`src/rtl/cpu_pkg.sv`:
```
// Shared CPU definitions: datapath widths, PC step and the fetch queue entry.
package cpu_pkg;

    localparam int XLEN    = 32;
    localparam int INSTR_W = 32;

    localparam logic [XLEN-1:0]    PC_STEP   = 32'd4;
    localparam logic [INSTR_W-1:0] INSTR_NOP = 32'h0000_0000;

    typedef struct packed {
        logic [XLEN-1:0]    pc;
        logic [INSTR_W-1:0] instr;
    } fetch_entry_t;

endpackage

```
`src/rtl/fetch_queue.sv`:
```
// Circular FIFO of fetched {pc, instr} pairs with synchronous clear.
module fetch_queue
    import cpu_pkg::*;
#(
    parameter int DEPTH = 2
) (
    input  logic                         clk,
    input  logic                         rst,
    input  logic                         clear,
    input  logic                         push,
    input  logic                         pop,
    input  logic [XLEN-1:0]              wr_pc,
    input  logic [INSTR_W-1:0]           wr_instr,
    output logic [$clog2(DEPTH):0]       count,
    output logic [XLEN-1:0]              head_pc,
    output logic [INSTR_W-1:0]           head_instr
);

    localparam int PTR_W = $clog2(DEPTH);
    localparam int CNT_W = PTR_W + 1;

    fetch_entry_t     mem [DEPTH];
    logic [PTR_W-1:0] wr_ptr;
    logic [PTR_W-1:0] rd_ptr;

    // Storage is cleared on reset so the head outputs read zero before any fetch.
    always_ff @(posedge clk) begin
        if (rst) begin
            for (int unsigned i = 0; i < DEPTH; i++) begin
                mem[i] <= '{pc: '0, instr: INSTR_NOP};
            end
            wr_ptr <= '0;
            rd_ptr <= '0;
            count  <= '0;
        end else if (clear) begin
            wr_ptr <= '0;
            rd_ptr <= '0;
            count  <= '0;
        end else begin
            if (push) begin
                mem[wr_ptr] <= '{pc: wr_pc, instr: wr_instr};
                wr_ptr      <= wr_ptr + PTR_W'(1);
            end
            if (pop) begin
                rd_ptr <= rd_ptr + PTR_W'(1);
            end
            case ({push, pop})
                2'b10:   count <= count + CNT_W'(1);
                2'b01:   count <= count - CNT_W'(1);
                default: count <= count;
            endcase
        end
    end

    assign head_pc    = mem[rd_ptr].pc;
    assign head_instr = mem[rd_ptr].instr;

endmodule

```
`src/rtl/instr_fetch.sv`:
```
// Fetch stage: PC register addressing instruction RAM, redirect handling,
// and a small queue of fetched instructions toward decode.
module instr_fetch
    import cpu_pkg::*;
#(
    parameter logic [XLEN-1:0] RESET_PC = 32'h0000_0000,
    parameter int              DEPTH    = 2
) (
    input  logic                clk,
    input  logic                rst,
    output logic [XLEN-1:0]     addr_imem_o,
    input  logic [INSTR_W-1:0]  instr_imem_i,
    input  logic                halt_i,
    input  logic                redirect_valid_i,
    input  logic [XLEN-1:0]     redirect_pc_i,
    output logic                misalign_o,
    output logic                valid_dec_o,
    input  logic                ready_dec_i,
    output logic [INSTR_W-1:0]  instr_dec_o,
    output logic [XLEN-1:0]     pc_dec_o
);

    localparam int CNT_W = $clog2(DEPTH) + 1;

    logic [XLEN-1:0]  pc;
    logic [CNT_W-1:0] count;
    logic             push;
    logic             pop;

    assign addr_imem_o = pc;
    assign valid_dec_o = (count != '0);

    // Redirect outranks both queue operations; a pop never frees space for a same-cycle push.
    assign push = !rst && !redirect_valid_i && !halt_i && (count < CNT_W'(DEPTH));
    assign pop  = valid_dec_o && ready_dec_i && !redirect_valid_i;

    always_ff @(posedge clk) begin
        if (rst) begin
            pc         <= RESET_PC;
            misalign_o <= 1'b0;
        end else begin
            misalign_o <= redirect_valid_i && (|redirect_pc_i[1:0]);
            if (redirect_valid_i) begin
                pc <= {redirect_pc_i[XLEN-1:2], 2'b00};
            end else if (push) begin
                pc <= pc + PC_STEP;
            end
        end
    end

    fetch_queue #(
        .DEPTH(DEPTH)
    ) u_queue (
        .clk        (clk),
        .rst        (rst),
        .clear      (redirect_valid_i),
        .push       (push),
        .pop        (pop),
        .wr_pc      (pc),
        .wr_instr   (instr_imem_i),
        .count      (count),
        .head_pc    (pc_dec_o),
        .head_instr (instr_dec_o)
    );

endmodule

```
`config.mk`:
```
export PLATFORM = sky130hd
export DESIGN_NAME = instr_fetch
export DESIGN_NICKNAME = d
export VERILOG_FILES = /design/src/rtl/cpu_pkg.sv /design/src/rtl/fetch_queue.sv /design/src/rtl/instr_fetch.sv
export SDC_FILE = /design/constraint.sdc
export NUM_CORES = 1
export LEC_CHECK = 0
export CAP_MARGIN = 0
export CORE_AREA = 2 2 107 150
export CTS_BUF_LIST = sky130_fd_sc_hd__clkbuf_16
export CTS_CLUSTER_SIZE = 30
export DETAILED_ROUTE_END_ITERATION = 8
export DIE_AREA = 0 0 109 152
export PLACE_DENSITY = 0.88
export SYNTH_ARGS = -nofsm -noshare
export SYNTH_HDL_FRONTEND = slang
export SYNTH_SLANG_ARGS = --single-unit
```
`constraint.sdc`:
```
create_clock -name clk -period 12.6 [get_ports clk]
set_clock_uncertainty 0.15 [all_clocks]
set_input_delay 1.26 -clock clk [delete_from_list [all_inputs] [get_ports clk]]
set_output_delay 1.26 -clock clk [all_outputs]
set_load 0.03 [all_outputs]
```
==> run_results.csv <==
group,metric,value,unit
cts,postCtsSetupRepairBufs,0,
status,run_status,"complete, no violations",
synth,netlist_instances,617,
synth,netlist.area_leader.share,49.8,%
sta,setup-tns-final,0,ns
sta,hold_viol_final,0,
cts,tritoncts_clock_tree,"yes",
global_route,initial_antenna_violation_count,0,
route,per_cell_routed_wire_length,18.9,um
pwr,fin_total_pwr,1.28,mW
synth,synth_top_flop_cell,"sky130_fd_sc_hd__edfxtp_1",
synth,ys_warnings,0,
synth,most_common_cell_in_the_synthesized_netlist,"sky130_fd_sc_hd__edfxtp_1",
global_route,grt_use_met1,26.8,%
sta,setup_viol,0,
route,remaining_drcs,0,
route,vias_per_cell,5.72,
synth,synth_commonest_cells,"sky130_fd_sc_hd__edfxtp_1, sky130_fd_sc_hd__and3_1, sky130_fd_sc_hd__mux2_2",
critical_path,timing.critical_path.from,"rst",
final_layout,post-route-util,64.0,%
placement,global_placement_routability_congestion,0.872,
die,floorplan.initialDensity,48.8,%
synth,ys_seq_elements,160,
pwr,power_density,131,nW/um^2
route,vias,5527,
critical_path,critPathKind,"input pin to register",
critical_path,regToRegSetupSlack,9.14,ns
route,finalWirelength,18200,um
route,drt_pre_antenna_iters,6,
synth,synthTopCellsByArea,"sky130_fd_sc_hd__edfxtp_1, sky130_fd_sc_hd__dfxtp_1, sky130_fd_sc_hd__mux2_2",
hold_path,hp_class,"register to register",
synth,synth.cell_area,7480,sq um
global_route,wire_length_of_the_first_global_routing_pass,28800,um
synth,synth_area_per_cell,12.1,sq um
cts,cts.sink_count,160,
sta,grt_setup_unrepaired,"no",
cts,clockRootBuffer,"sky130_fd_sc_hd__clkbuf_16",
critical_path,timing.critical_path.to_type,"register",
synth,netlist-cell-type-count,49,
global_route,global_route.usage.total,22.5,%
synth,synth_largest_area_cell,"sky130_fd_sc_hd__edfxtp_1",
sta,whs,0.446,ns
global_route,grt_start_max_net_pins,67,
sta,min_period,4.54,ns
pwr,worst_ir_drop_vdd,0.0705,mV
sta,worstMarginPinSlew,1.28,ns
synth,async_flop_share,0,%
critical_path,cp_max_fo,61,
cts,path_clk_slew,0.07,ns
global_route,gr-total-overflow,0,
sta,timing.final.max_slew_violations,0,
global_route,globalRoute.busiestLayer,"met2",
cts,ctsLongestPathBuffers,2,
die,die-height,152,um
route,drt.antenna.violating_nets,0,
pwr,p_leak,3.70,nW
die,rows,54,
critical_path,timing.rr.start,"u_queue.count[1]",
critical_path,crit_path_end,"u_queue.mem[0][20]",
placement,detailedPlacementHpwl,11700,um
synth,synth-edff-count,124,
placement,port-buffer-count,162,
global_route,grt.met2_usage,39.3,%
critical_path,cp-start-kind,"input pin",
die,die-area,16600,sq um
critical_path,crit_required,12.48,ns
critical_path,worst_ep_arrival_time,4.42,ns
sta,slew_headroom,13.7,%
sta,fmaxAchievable,220,MHz
global_route,grt.met3_usage,3.78,%
cts,ctsHoldBuffers,0,
sta,period_share,36.0,%
cts,tritoncts.num_buffers,17,
final_layout,n_fill_cell,1149,
synth,seq_area_frac_synth,59.4,%
cts,post_cts_resized,0,
global_route,first_global_vias,5640,
cts,worstSkewPairLatency,0.41,ns
die,fp.coreArea,15300,sq um
critical_path,worst-r2r-cell-count,4,
critical_path,reg2reg_capture_point,"u_queue.mem[0][20]",
die,die_x,109,um
route,number_of_drc_markers_after_the_initial_detailed_route_iteration,323,
flow_run,max-cap-violations,0,
final_layout,fin_nets,827,
final_layout,areaGrowthSynthToFinish,31.1,%
die,i_o_pins,167,
placement,dpl.cell_count,933,
final_layout,fraction_of_final_layout_cells_sized_beyond_drive_strength_1,14.7,%
final_layout,fin_cells,966,
cts,htree_num_levels,4,
power breakdown:
group	internal [mW]	switching, mW
combinational	0.0708	0.0878
sequential	0.595	0.0231
clock	0.295	0.210
total	0.960	0.321
through the flow:
stage | setup slack, ns | area (sq um)
6_report | 8.06 | 9810
5_1_grt | 7.89 | 9810
4_1_cts | 8.11 | 9810
3_5_place_dp | 7.67 | 9220
3_3_place_gp | 7.77 | 9220
2_1_floorplan | 5.39 | 7490
flip-flops by register name (all words and copies together) (netlist names), named ones only:
register	flops
addr_imem_o	30
u_queue.mem	124
misalign_o	1
u_queue.wr_ptr	1
u_queue.rd_ptr	1
u_queue.count	2
how the worst min path moves through the flow:
stage                               start  depth (start not counted)               to  slack (ns)
after detailed placement  addr_imem_o[28]                          2  addr_imem_o[28]        0.41
after global routing      addr_imem_o[13]                          2  addr_imem_o[13]        0.48
final                      u_queue.rd_ptr                          2   u_queue.rd_ptr        0.45
after global placement    addr_imem_o[28]                          2  addr_imem_o[28]        0.39
after floorplan            u_queue.rd_ptr                          2         register        0.37
after CTS                  u_queue.rd_ptr                          2   u_queue.rd_ptr        0.45
logic make-up after synthesis:
kind of cell	after synthesis	synth area share [%]
simple gates	258	20.2
flops	160	59.4
mux	63	9.48
buf+inv	61	3.34
compound gates	59	5.65
xor+xnor	13	1.52
fa+ha+maj	2	0.334
other cells	1	0.0501
per-layer routing:
metal	up-vias	part of all wire, %
met5	-	0
met3	34	5.0
met2	211	54
met4	0	2.7
li1	2582	-
met1	2700	38
critical path: stages:
cell,delay [ns]
sky130_fd_sc_hd__clkdlybuf4s50_1,0.40
sky130_fd_sc_hd__buf_4,0.25
sky130_fd_sc_hd__nor4_4,1.11
sky130_fd_sc_hd__inv_2,0.41
sky130_fd_sc_hd__o21ai_4,0.25
sky130_fd_sc_hd__buf_4,0.69
layout by cell type, fill, tap and decap left out, types with 4 or more instances in the layout:
master / netlist / layout
sky130_fd_sc_hd__clkinv_4: 0 / 5
sky130_fd_sc_hd__a311oi_1: 8 / 8
sky130_fd_sc_hd__nor3_1: 20 / 20
sky130_fd_sc_hd__conb_1: 1 / 4
sky130_fd_sc_hd__clkbuf_16: 0 / 17
sky130_fd_sc_hd__clkdlybuf4s50_1: 0 / 162
sky130_fd_sc_hd__nand3_1: 7 / 7
sky130_fd_sc_hd__o31ai_1: 4 / 4
sky130_fd_sc_hd__a21oi_1: 9 / 9
sky130_fd_sc_hd__or3_1: 4 / 4
sky130_fd_sc_hd__o211ai_1: 4 / 4
sky130_fd_sc_hd__nor2_1: 32 / 31
sky130_fd_sc_hd__and2_1: 61 / 61
sky130_fd_sc_hd__or4_1: 7 / 7
sky130_fd_sc_hd__and3_1: 69 / 69
sky130_fd_sc_hd__and4_1: 7 / 7
sky130_fd_sc_hd__edfxtp_1: 124 / 124
sky130_fd_sc_hd__nand4_1: 14 / 14
sky130_fd_sc_hd__xnor2_1: 5 / 5
sky130_fd_sc_hd__mux2_2: 63 / 63
sky130_fd_sc_hd__dfxtp_1: 36 / 34
sky130_fd_sc_hd__buf_4: 4 / 7
sky130_fd_sc_hd__xor2_1: 8 / 8
sky130_fd_sc_hd__inv_1: 8 / 8
sky130_fd_sc_hd__a211oi_1: 10 / 10
sky130_fd_sc_hd__o21ai_0: 9 / 8
sky130_fd_sc_hd__nand2_1: 23 / 22
final cells by class:
type                       count  area [sq um]  share of cell area [%]
sequential                   160          4450                    45.3
multi-input combinational    399          2820                    28.8
timing repair buffer         169          1670                    17.1
clock buffer                  17           425                    4.34
tap                          196           245                    2.50
clock inverter                15           160                    1.63
inverter                       9          33.8                   0.344
antenna                        1          2.50                  0.0255
Power figures use the tool's default switching activity.
